**src/rtl/rr_arb_pkg.sv**
```systemverilog
// Shared helpers and types for the N-channel round-robin arbiter.
package rr_arb_pkg;

    // Index width for n items, never below 1 bit so a 1-bit index is always legal.
    function automatic int unsigned clog2_min1(input int unsigned n);
        return (n <= 32'd2) ? 32'd1 : $clog2(n);
    endfunction

    localparam int unsigned MAX_CH = 64;

    // Channel index wide enough for any supported channel count; modules narrow it to ID_W.
    typedef logic [clog2_min1(MAX_CH)-1:0] ch_idx_t;

endpackage

```
**src/rtl/rr_arbiter_nch_pick.sv**
```systemverilog
// Combinational rotating-priority picker: first requester after last_grant, with wrap.
module rr_pick
    import rr_arb_pkg::*;
#(
    parameter  int unsigned NUM_CH = 4,
    localparam int unsigned ID_W   = clog2_min1(NUM_CH)
) (
    input  logic [NUM_CH-1:0] req_i,
    input  logic [ID_W-1:0]   last_grant_i,
    output logic              grant_valid_o,
    output logic [ID_W-1:0]   grant_id_o
);

    localparam int unsigned DW2 = 2 * NUM_CH;

    logic [DW2-1:0] req_dbl;
    logic [DW2-1:0] mask;
    logic [DW2-1:0] masked;

    // Doubled request vector masked above last_grant; the upper copy supplies the wrap.
    always_comb begin
        req_dbl = {req_i, req_i};
        mask    = '0;
        for (int unsigned i = 0; i < DW2; i++) begin
            mask[i] = (i > 32'(last_grant_i));
        end
        masked = req_dbl & mask;
    end

    // Lowest set bit wins; scanning downward lets the lowest index overwrite.
    always_comb begin
        grant_valid_o = 1'b0;
        grant_id_o    = '0;
        for (int unsigned i = DW2; i > 0; i--) begin
            if (masked[i-1]) begin
                grant_valid_o = 1'b1;
                grant_id_o    = (i - 1 >= NUM_CH) ? ID_W'(i - 1 - NUM_CH) : ID_W'(i - 1);
            end
        end
    end

endmodule

```
**src/rtl/rr_arbiter_nch.sv**
```systemverilog
// N-channel round-robin arbiter with registered output stage and optional packet lock.
module rr_arbiter_nch
    import rr_arb_pkg::*;
#(
    parameter  int unsigned NUM_CH     = 4,
    parameter  int unsigned DATA_WIDTH = 16,
    parameter  bit          PKT_MODE   = 1'b0,
    localparam int unsigned ID_W       = clog2_min1(NUM_CH)
) (
    input  logic                         aclk,
    input  logic                         areset_n,
    input  logic [NUM_CH-1:0]            src_valid_i,
    output logic [NUM_CH-1:0]            src_ready_o,
    input  logic [NUM_CH*DATA_WIDTH-1:0] src_data_i,
    input  logic [NUM_CH-1:0]            src_last_i,
    output logic                         dst_valid_o,
    input  logic                         dst_ready_i,
    output logic [DATA_WIDTH-1:0]        dst_data_o,
    output logic                         dst_last_o,
    output logic [ID_W-1:0]              dst_id_o
);

    logic                  load_c;
    logic [NUM_CH-1:0]     req;
    logic                  grant_valid;
    logic [ID_W-1:0]       grant_id;

    logic [ID_W-1:0]       last_grant_q, last_grant_d;
    logic                  lock_q, lock_d;
    logic [ID_W-1:0]       lock_id_q, lock_id_d;
    logic                  dst_valid_q, dst_valid_d;
    logic [DATA_WIDTH-1:0] dst_data_q, dst_data_d;
    logic                  dst_last_q, dst_last_d;
    logic [ID_W-1:0]       dst_id_q, dst_id_d;

    assign load_c = ~dst_valid_q | dst_ready_i;

    // While a packet is open only its owner may compete, even when it idles.
    always_comb begin
        req = src_valid_i;
        if (lock_q) begin
            req            = '0;
            req[lock_id_q] = src_valid_i[lock_id_q];
        end
    end

    rr_pick #(
        .NUM_CH (NUM_CH)
    ) u_pick (
        .req_i         (req),
        .last_grant_i  (last_grant_q),
        .grant_valid_o (grant_valid),
        .grant_id_o    (grant_id)
    );

    // A grant while the output stage can load is a transfer.
    always_comb begin
        last_grant_d = last_grant_q;
        lock_d       = lock_q;
        lock_id_d    = lock_id_q;
        dst_valid_d  = dst_valid_q;
        dst_data_d   = dst_data_q;
        dst_last_d   = dst_last_q;
        dst_id_d     = dst_id_q;
        src_ready_o  = '0;

        if (load_c) begin
            dst_valid_d = grant_valid;
            if (grant_valid) begin
                src_ready_o[grant_id] = 1'b1;
                dst_data_d   = src_data_i[32'(grant_id)*DATA_WIDTH +: DATA_WIDTH];
                dst_last_d   = src_last_i[grant_id];
                dst_id_d     = grant_id;
                last_grant_d = grant_id;
                if (PKT_MODE) begin
                    lock_d    = ~src_last_i[grant_id];
                    lock_id_d = grant_id;
                end
            end
        end
    end

    always_ff @(posedge aclk or negedge areset_n) begin
        if (!areset_n) begin
            last_grant_q <= ID_W'(NUM_CH - 1);
            lock_q       <= 1'b0;
            lock_id_q    <= '0;
            dst_valid_q  <= 1'b0;
            dst_data_q   <= '0;
            dst_last_q   <= 1'b0;
            dst_id_q     <= '0;
        end else begin
            last_grant_q <= last_grant_d;
            lock_q       <= lock_d;
            lock_id_q    <= lock_id_d;
            dst_valid_q  <= dst_valid_d;
            dst_data_q   <= dst_data_d;
            dst_last_q   <= dst_last_d;
            dst_id_q     <= dst_id_d;
        end
    end

    assign dst_valid_o = dst_valid_q;
    assign dst_data_o  = dst_data_q;
    assign dst_last_o  = dst_last_q;
    assign dst_id_o    = dst_id_q;

endmodule

```
**config.mk**
```make
export PLATFORM = sky130hd
export DESIGN_NAME = rr_arbiter_nch
export DESIGN_NICKNAME = d
export VERILOG_FILES = /design/src/rtl/rr_arb_pkg.sv /design/src/rtl/rr_arbiter_nch_pick.sv /design/src/rtl/rr_arbiter_nch.sv
export SDC_FILE = /design/constraint.sdc
export NUM_CORES = 1
export LEC_CHECK = 0
export ABC_CLOCK_PERIOD_IN_PS = 4300
export BUFFER_PORTS_ARGS = -buffer_cell sky130_fd_sc_hd__buf_2
export CORE_UTILIZATION = 46
export DETAILED_ROUTE_END_ITERATION = 10
export PLACE_DENSITY = 0.89
export REMOVE_ABC_BUFFERS = 1
export SLEW_MARGIN = 20
export SYNTH_ARGS = -nofsm -noshare
export SYNTH_HDL_FRONTEND = slang
export SYNTH_SLANG_ARGS = --single-unit
```
**constraint.sdc**
```tcl
create_clock -name aclk -period 4.3 [get_ports aclk]
set_input_delay 0 -clock aclk [delete_from_list [all_inputs] [get_ports aclk]]
set_output_delay 0 -clock aclk [all_outputs]
set_load 0.01 [all_outputs]
```
==> results of run 1 <==
-- metal layers --
metal / part of all wire, % / vias to the layer above / global-route usage, %
li1: - / 795 / -
met5: 0 / - / 0
met2: 48 / 94 / 45.4
met4: 0.99 / 0 / 9.63
met1: 41 / 757 / 29.3
met3: 9.4 / 4 / 5.97
-- how the worst max path moves through the flow --
stage,start,endpoint,slack [ns],cells past startpoint
detailed placement,last_grant_q[0],dst_data_o[4],1.66,6
finish,last_grant_q[0],src_ready_o[2],1.54,6
floorplan,last_grant_q[0],dst_data_o[2],1.64,5
global placement,last_grant_q[0],dst_data_o[11],1.75,6
global route,last_grant_q[0],src_ready_o[2],1.37,6
CTS,last_grant_q[0],src_ready_o[2],1.51,6
-- power by group through the flow --
stage / Clock [mW] / Sequential (mW) / Combinational [mW]
6_report: 0.102 / 0.301 / 0.382
4_1_cts: 0.104 / 0.301 / 0.383
5_1_grt: 0.115 / 0.308 / 0.419
3_5_place_dp: 0 / 0.304 / 0.380
3_3_place_gp: 0 / 0.304 / 0.370
2_1_floorplan: 0 / 0.329 / 0.212
-- cells in the mapped netlist, types with 2 or more instances --
cell	count	share of area, %
a211oi_1	11	5.3
a211oi_2	7	5.6
a21o_1	3	1.4
a21oi_1	10	3.2
a221o_1	8	5.1
and2_1	2	0.80
buf_1	2	0.48
buf_6	2	1.4
clkbuf_1	8	1.9
dfrtp_1	20	32
dfstp_2	2	3.3
mux2_1	2	1.4
mux2_4	6	5.7
mux2i_1	9	5.7
nand2b_1	3	1.2
nand4_1	8	3.2
nor2_1	16	3.8
nor2b_1	2	0.80
o21a_1	2	0.96
o21ai_1	2	0.64
o31a_1	9	5.0
o31ai_1	8	3.8
-- flip-flops by register name (all words and copies together) (netlist names) --
| signal | count |
|---|---|
| dst_data_o | 16 |
| last_grant_q | 2 |
| dst_last_o | 1 |
| dst_id_o | 2 |
| dst_valid_o | 1 |
-- kinds of logic after synthesis --
family	Yosys count	synth area share, %
multiplexers	17	12.9
AND/OR/NAND/NOR	37	13.6
flip-flops	22	35.2
buffers and inverters	15	5.42
AO/OA/AOI/OAI	64	32.9
-- repair_timing --
item | in CTS | in global routing
hold buffers | 5 | 0
buffers inserted | 0 | 0
endpoints found under the hold margin | 23 | 0
-- metrics by stage --
| stage | cell area, µm² | instances | setup slack [ns] |
|---|---|---|---|
| floorplan | 1480 | 140 | 1.64 |
| global placement | 2050 | 284 | 1.75 |
| detailed placement | 2050 | 284 | 1.66 |
| CTS | 2130 | 293 | 1.51 |
| global route | 2130 | 293 | 1.37 |
| finish | 2130 | 293 | 1.54 |
-- area by class of cell --
class	instances	share of cell area (%)
Multi-Input combinational cell	118	44.0
Timing Repair Buffer	105	26.1
Sequential cell	22	26.0
Tap cell	44	2.59
Clock buffer	4	1.24
-- worst max-delay path: stages (launching register included) --
cell     delay, ns
dfstp_2       0.58
nor2b_4       0.05
o21a_1        0.41
nor3_4        0.77
buf_4         0.36
and2_1        0.15
buf_2         0.12
==> qor.csv, run 1 <==
metric;value;unit
r2r_end;dst_data_o[4];
htreeDepth;1;
p_comb_share;48.6;%
n_antenna_cell;0;
synth_edf_count;0;
start_kind;flop;
grt_pass1_wl;6840;µm
worst_slew_pin_slew;1.00;ns
dp_hpwl;3270;µm
hold_viol_final;0;
worst_setup_path_end_kind;output port;
first_iter_violations;109;
ios;99;
fin_worst_skew;0.00666;ns
swShare;38.3;%
die_y;60.4;µm
period_share;64.1;%
seq_power_share;38.4;%
p_clk_share;13.0;%
vias_per_cell;5.63;
grt_use_total;25.4;%
slew_violations;0;
synth_warnings;0;
syn_area_per_cell;10.1;µm²
cts.root.buffer_cell;clkbuf_4;
final_cell_mix;98 x buf_2, 20 x dfrtp_1, 16 x nor2_1;
layout_commonest_cell;buf_2;
cts_made_buffers;3;
syn_inst;155;
numPortBuffers;98;
fin_util;67.4;%
clockBufferDepth;2;
hold_ws;0.00206;ns
insertion_delay;0.31;ns
finalNetCount;325;
slew_headroom;32.9;%
syn_area;1570;µm²
antenna_violating_nets_post_route;0;
drc;0;
finalSetupViolations;0;
fillers;298;
fmax;0.363;GHz
core-area;3150;µm²
cts_resized;0;
rsz0062_at_grt;no;
multiInputGateArea;936;µm²
ir_worst_vdd;0.177;mV
async_flop_share;100;%
drive_above_1_share;50.2;%
r2r_slack;1.67;ns
gp_congestion;0.864;
fin_crit;2.76;ns
p_sw;0.301;mW
min_to;dst_data_o[4];
vias;1650;
maxCapViolations;0;
hold_class;input port to flop;
ys_types;35;
area_growth;35.5;%
ys_ff_latch;22;
hold_depth;3;
die_x;60.4;µm
synthFlopType;dfrtp_1;
min_from;src_data_i[4];
die_area;3650;µm²
run_status;completed;
placementRows;20;
grt_overflow_total;0;
worst-path-max-fanout;18;
dr.pass1.iters;4;
clkTransAtPathRegs;0.13;ns
seqCellArea;553;µm²
worstPathArrival;2.76;ns
p_int;0.485;mW
setup_tns;0;ns
powerDensity;369;nW/µm²
grt_max_degree;23;
finalWirelength;4560;µm
cts_tree;built;
initial_core_util;49.8;%
ys_seq_area_share;35.2;%
reg2regPathDepth;6;
cts.sinks;22;
wl_per_cell;15.6;µm
antenna_found_initial;0;
finalPower;0.785;mW
r2r-start;last_grant_q[0];
first_global_vias;1564;
power.leakage;1.02;nW
cp.required;4.30;ns
crit_type;flop to output port;
(Power assumes the default switching activity.)
==> run 2, diff against run 1 <==
--- a/config.mk
+++ b/config.mk
@@ -5,11 +5,11 @@
 export SDC_FILE = /design/constraint.sdc
 export NUM_CORES = 1
 export LEC_CHECK = 0
-export ABC_CLOCK_PERIOD_IN_PS = 4300
+export ABC_CLOCK_PERIOD_IN_PS = 2700
 export BUFFER_PORTS_ARGS = -buffer_cell sky130_fd_sc_hd__buf_2
-export CORE_UTILIZATION = 46
+export CORE_UTILIZATION = 43
 export DETAILED_ROUTE_END_ITERATION = 10
-export PLACE_DENSITY = 0.89
+export PLACE_DENSITY = 0.84
 export REMOVE_ABC_BUFFERS = 1
 export SLEW_MARGIN = 20
 export SYNTH_ARGS = -nofsm -noshare
==> constraint.sdc (replaced) <==
create_clock -name aclk -period 2.7 [get_ports aclk]
set_input_delay 0 -clock aclk [delete_from_list [all_inputs] [get_ports aclk]]
set_output_delay 0 -clock aclk [all_outputs]
set_load 0.01 [all_outputs]
==> run 2 against run 1 <==
Net effect:
- the run now ends with negative hold slack left
- via count is 2.4% higher
- wire length up 4.2%
- clock power is 95% higher
- setup slack worse by 1.2 ns
- critical path depth unchanged
- total power rose by 67%
- final cell count rose by 2.4%
==> qor.csv, run 2 (synthesized netlist as in run 1, its figures left out) <==
metric;value;unit;change
cts.sinks;22;;unchanged
rsz0062_at_grt;no;;
final_cell_mix;98 x buf_2, 20 x dfrtp_1, 16 x nor2_1;;
finalNetCount;330;;+1.5%
core-area;3420;µm²;+8.3%
cts.root.buffer_cell;clkbuf_4;;
insertion_delay;0.32;ns;about the same
seqCellArea;553;µm²;unchanged
cts_tree;built;;
crit_family;compound AO/OA/AOI/OAI gates;;
p_int;0.808;mW;+67%
power.leakage;1.05;nW;+2.6%
fmax;0.418;GHz;
maxCapViolations;0;;unchanged
r2r_slack;0.37;ns;-1.30 ns
numPortBuffers;98;;unchanged
largest_reg_flops;16;;unchanged
p_comb_share;48.1;%;-0.5 points
cts_hold_buffers;6;;+1
crit_type;flop to output port;;
slew_headroom;39.0;%;+6.1 points
grt_pass1_wl;7520;µm;+9.9%
drive_above_1_share;51.2;%;+0.98 points
worst_setup_path_end_kind;output port;;
fillers;311;;+4.4%
fin_worst_skew;0.0128;ns;+0.00617 ns
initial_core_util;45.9;%;-3.8 points
die_y;62.4;µm;+3.3%
antenna_violating_nets_post_route;0;;unchanged
min_from;src_data_i[5];;
worst_slew_pin_slew;0.916;ns;-0.0872 ns
cts_resized;0;;unchanged
setup_tns;0;ns;unchanged
p_sw;0.503;mW;+67%
r2r-start;last_grant_q[0];;
grt_use_total;23.9;%;-1.4 points
drc;0;;unchanged
vias_per_cell;5.63;;about the same
hold_ws;-0.00836;ns;-0.0104 ns
path_cells;nand2b_1 -> a21oi_2 -> nor3_4 -> buf_4 -> nor2_1 -> buf_2;;
swShare;38.4;%;+0.11 points
finalWirelength;4750;µm;+4.2%
powerDensity;602;nW/µm²;+63%
wl_per_cell;15.8;µm;+1.8%
slew_violations;0;;unchanged
reg2regPathDepth;6;;unchanged
htreeDepth;1;;unchanged
die_area;3890;µm²;+6.7%
clkTransAtPathRegs;0.13;ns;about the same
run_status;finished, violations left;;
hold_depth;3;;unchanged
vias;1690;;+2.4%
r2r_end;dst_data_o[11];;
first_iter_violations;67;;-39%
fin_crit;2.39;ns;
cp_slowest_cell;a21oi_2;;
worst-path-max-fanout;18;;unchanged
worstPathArrival;2.39;ns;-0.37 ns
p_clk_share;15.2;%;+2.2 points
hold_viol_final;4;;+4
gp_congestion;0.778;;-10%
ir_worst_vdd;0.333;mV;+88%
hold_class;input port to flop;;
grt_max_degree;23;;unchanged
ios;99;;unchanged
cts_made_buffers;3;;unchanged
dr.pass1.iters;4;;unchanged
cp.buffers_inverters;2;;unchanged
placementRows;21;;+5.0%
clockBufferDepth;2;;unchanged
slowest_delay;0.74;ns;-0.03 ns
first_global_vias;1737;;+11%
min_to;dst_data_o[5];;
n_antenna_cell;0;;unchanged
cp.required;2.70;ns;-1.60 ns
area_growth;38.8;%;
die_x;62.4;µm;+3.3%
grt_overflow_total;0;;unchanged
seq_power_share;36.8;%;-1.6 points
postCtsSetupRepairBufs;0;;unchanged
dp_hpwl;3450;µm;+5.7%
multiInputGateArea;936;µm²;unchanged
layout_commonest_cell;buf_2;;
start_kind;flop;;
antenna_found_initial;0;;unchanged
finalSetupViolations;0;;unchanged
period_share;88.6;%;
violations;negative hold slack;;
## run 2: cell count changes in the layout (fill, tap and decap cells not counted), sizes merged
cell	previous run	this run
buf	100	104
dlygate4sd3	5	6
## run 2: power by group through the flow
stage / Combinational [mW] / Clock (mW) / Sequential, mW
floorplan: 0.338 / 0 / 0.524
global placement: 0.607 / 0 / 0.486
finish: 0.630 / 0.199 / 0.482
CTS: 0.631 / 0.193 / 0.481
detailed placement: 0.627 / 0 / 0.485
global route: 0.684 / 0.209 / 0.495
## run 2: stage by stage
step	cell area, µm²	util, %	setup WS (ns)	power (mW)	cells
final	2180	63.8	0.307	1.31	300
after global routing	2180	63.8	0.195	1.39	300
after CTS	2180	63.8	0.302	1.31	300
after detailed placement	2080	61.0	0.359	1.11	290
after global placement	2080	61.0	0.455	1.09	290
after floorplan	1480	-	0.0428	0.862	140
## run 2: final cells by class
| cell class | instances | area share, % |
|---|---|---|
| repair buffers | 110 | 27.3 |
| clock buffers | 4 | 1.67 |
| flip-flops and latches | 22 | 25.4 |
| well taps | 46 | 2.64 |
| multi-input cells | 118 | 43.0 |
## run 2: worst max-delay path by stage
stage / cells after the start / from / slack [ns] / end
after floorplan: 5 / last_grant_q[0] / 0.04 / dst_data_o[2]
final: 6 / last_grant_q[0] / 0.31 / src_ready_o[1]
after global placement: 5 / last_grant_q[0] / 0.46 / dst_data_o[2]
after global routing: 6 / last_grant_q[0] / 0.20 / src_ready_o[1]
after CTS: 6 / last_grant_q[0] / 0.30 / src_ready_o[1]
after detailed placement: 6 / last_grant_q[0] / 0.36 / dst_data_o[11]
## run 2: worst register-to-register path: stages, from the launching register on
cell	delay, ns
dfstp_2	0.41
nand2b_1	0.18
a21oi_2	0.74
nor3_4	0.23
buf_4	0.27
a211oi_1	0.32
a211oi_2	0.06
## run 2: routing by layer
metal  track usage [%]  wire length (µm)  vias up
met1              27.7              1910      793
met5                 0                 0        -
met4              8.43                17        0
li1                  -                 -      809
met3              4.01               338        2
met2              43.9              2480       86
==> run 3, diff against run 2 <==
--- a/config.mk
+++ b/config.mk
@@ -7,11 +7,12 @@
 export LEC_CHECK = 0
 export ABC_CLOCK_PERIOD_IN_PS = 2700
 export BUFFER_PORTS_ARGS = -buffer_cell sky130_fd_sc_hd__buf_2
-export CORE_UTILIZATION = 43
+export CORE_UTILIZATION = 40
 export DETAILED_ROUTE_END_ITERATION = 10
-export PLACE_DENSITY = 0.84
+export PLACE_DENSITY = 0.82
 export REMOVE_ABC_BUFFERS = 1
 export SLEW_MARGIN = 20
 export SYNTH_ARGS = -nofsm -noshare
 export SYNTH_HDL_FRONTEND = slang
+export SYNTH_HIERARCHICAL = 1
 export SYNTH_SLANG_ARGS = --single-unit
==> run 3 against run 2 <==
Net effect:
- the flow now finishes without violations
- maximum frequency is 13% higher
- global-route usage fell by 6.8 points
- utilization decreased by 1.4 points
- highest routed layer is now met3
- critical path type is now flop to flop
- count of clock-buffer cells in the layout decreased by 1
- clock power increased by 23%
- wire length fell by 33%
- sequential cell count is the same
- register-to-register slack improved by 0.22 ns
- hold slack improved by 0.044 ns
==> qor.csv, run 3 <==
metric;value;unit;change
cp_slowest_cell;dfstp_2;;
slew_violations;0;;unchanged
area_growth;43.5;%;
hold_viol_final;0;;-4
maxCapViolations;0;;unchanged
cts.root.buffer_cell;clkbuf_4;;
core-area;3130;µm²;-8.4%
worst_setup_path_end_kind;flop;;
synth_top_cell_by_area;dfrtp_1;;
numPortBuffers;98;;unchanged
fmax;0.474;GHz;+13%
ir_worst_vdd;0.299;mV;-10%
vias;1161;;-31%
synth_common_cells;21 x mux2_2, 20 x dfrtp_1, 17 x mux4_2;;
insertion_delay;0.30;ns;-0.02 ns
syn_area;1360;µm²;-13%
fin_worst_skew;0.00966;ns;-0.00317 ns
grt_pass1_wl;4650;µm;-38%
first_global_vias;1112;;-36%
synth.area.top_cells;dfrtp_1 37%, mux4_2 28%, mux2_2 17%;;
path_cells;mux2i_1 -> o221ai_4 -> buf_4 -> mux4_2 -> mux2_2;;
n_antenna_cell;0;;unchanged
start_kind;flop;;
placementRows;20;;-4.8%
vias_per_cell;5.00;;-11%
finalSetupViolations;0;;unchanged
slowest_delay;0.61;ns;-0.13 ns
dp.cells;227;;-22%
worstPathArrival;2.30;ns;-0.09 ns
reg2regPathDepth;5;;-1
clkTransAtPathRegs;0.13;ns;about the same
worst-path-max-fanout;12;;-6
initial_core_util;43.5;%;-2.5 points
finalWirelength;3200;µm;-33%
setup_tns;0;ns;unchanged
fin_cells;232;;-23%
cts_hold_buffers;1;;-5
dr.pass1.iters;4;;unchanged
largest_reg_flops;16;;unchanged
worst_slack;0.592;ns;+0.284 ns
worst_slew_pin_slew;0.952;ns;+0.0362 ns
postCtsSetupRepairBufs;0;;unchanged
die_area;3640;µm²;-6.6%
finalNetCount;264;;-20%
syn_inst;88;;-43%
route.met3.wl;234;µm;-31%
r2r-start;last_grant_q[1];;
wl_met2;1670;µm;-33%
cts.sinks;22;;unchanged
grt_use_total;17.2;%;-6.8 points
cp.buffers_inverters;1;;-1
hold_ws;0.0355;ns;+0.0439 ns
drt-met1-wl;1290;µm;-32%
cts_tree;built;;
synth_warnings;6;;+6
layout_commonest_cell;buf_2;;
cts_resized;0;;unchanged
gp_congestion;0.728;;-6.3%
rsz0062_at_grt;no;;
crit_cells;5;;-1
ys_seq_area_share;40.7;%;+5.4 points
drc;0;;unchanged
crit_end;dst_data_o[11];;
antenna_violating_nets_post_route;0;;unchanged
cts_made_buffers;3;;unchanged
grt_overflow_total;0;;unchanged
ios;99;;unchanged
ys_types;20;;-43%
r2r_slack;0.59;ns;+0.22 ns
slew_headroom;36.4;%;-2.6 points
syn_area_per_cell;15.5;µm²;+53%
ys_ff_latch;22;;unchanged
antenna_found_initial;0;;unchanged
final_cell_mix;98 x buf_2, 21 x mux2_2, 20 x dfrtp_1;;
period_share;78.1;%;-11 points
grt_max_degree;25;;+8.7%
synth_edf_count;0;;unchanged
finalPower;1.60;mW;+22%
yosysMostFrequentCell;mux2_2;;
crit_type;flop to flop;;
drive_above_1_share;78.7;%;+28 points
first_iter_violations;34;;-49%
power.leakage;0.932;nW;-11%
cp.required;2.90;ns;+0.20 ns
top_layer_used;met3;;
yosys.area.top_type_share;36.8;%;+4.9 points
die_x;60.3;µm;-3.4%
dp_hpwl;2600;µm;-25%
pre_cts_slack;0.584;ns;+0.225 ns
die_y;60.3;µm;-3.4%
async_flop_share;100;%;unchanged
crit_family;multiplexers;;
startpoint;last_grant_q[1];;
fin_crit;2.11;ns;-0.284 ns
htreeDepth;1;;unchanged
wl_per_cell;13.8;µm;-13%
powerDensity;819;nW/µm²;+36%
hold_class;input port to flop;;
clockBufferDepth;2;;unchanged
run_status;completed;;
synthFlopType;dfrtp_1;;
r2r_end;dst_data_o[11];;
run 3: cell types whose count changed in the layout (fill, tap and decap cells not counted), sizes merged, moves of 5 or more:
cell | previous run | this run
nor2 | 16 | 2
mux2i | 9 | 1
nand4 | 8 | 0
o31a | 9 | 0
mux2 | 8 | 21
a221o | 8 | 0
a21oi | 11 | 3
o31ai | 8 | 0
a211oi | 18 | 0
mux4 | 0 | 17
dlygate4sd3 | 6 | 1
run 3: cell type report:
cell class	count	area, µm²
Fill cell	238	1180
Multi-Input combinational cell	58	757
Sequential cell	22	553
Timing Repair Buffer	103	531
Tap cell	44	55.1
Clock inverter	1	30.0
Clock buffer	3	22.5
Inverter	1	3.75
run 3: report_power, final:
part	leakage (nW)	internal, mW	total (mW)	switching [mW]
Clock	0.0279	0.150	0.244	0.0946
Sequential	0.252	0.479	0.565	0.0858
Combinational	0.653	0.457	0.789	0.332
Total	0.932	1.09	1.60	0.512
run 3: kinds of logic after synthesis:
logic type | synth area share [%]
mux | 46.3
compound gates | 2.67
simple gates | 5.61
flops | 40.7
buf+inv | 4.78
run 3: worst min-delay path, cell delays in order:
cell and delay (ns):
buf_2 0.07, nand2b_1 0.15, nand2b_1 0.07
run 3: worst min-delay path by stage:
| stage | startpoint | end | slack [ns] | cells after the start |
|---|---|---|---|---|
| after detailed placement | areset_n | dst_data_o[1] | -0.008 | 1 |
| after global placement | areset_n | dst_valid_o | -0.008 | 1 |
| final | dst_ready_i | dst_valid_o | 0.04 | 3 |
| after CTS | dst_ready_i | dst_valid_o | 0.03 | 3 |
| after floorplan | areset_n | dst_data_o[0] | -0.30 | 0 |
| after global routing | dst_ready_i | dst_valid_o | 0.05 | 3 |
run 3: through the flow:
step           instance area (µm²)  util, %
3_5_place_dp                  1890     60.4
3_3_place_gp                  1890     60.4
5_1_grt                       1950     62.4
2_1_floorplan                 1300        -
4_1_cts                       1950     62.4
6_report                      1950     62.4
run 3: routing by layer:
layer | track usage (%) | up-vias
met2 | 33.0 | 55
met1 | 20.0 | 559
met4 | 1.99 | 0
met5 | 0 | -
li1 | - | 547
met3 | 3.46 | 0
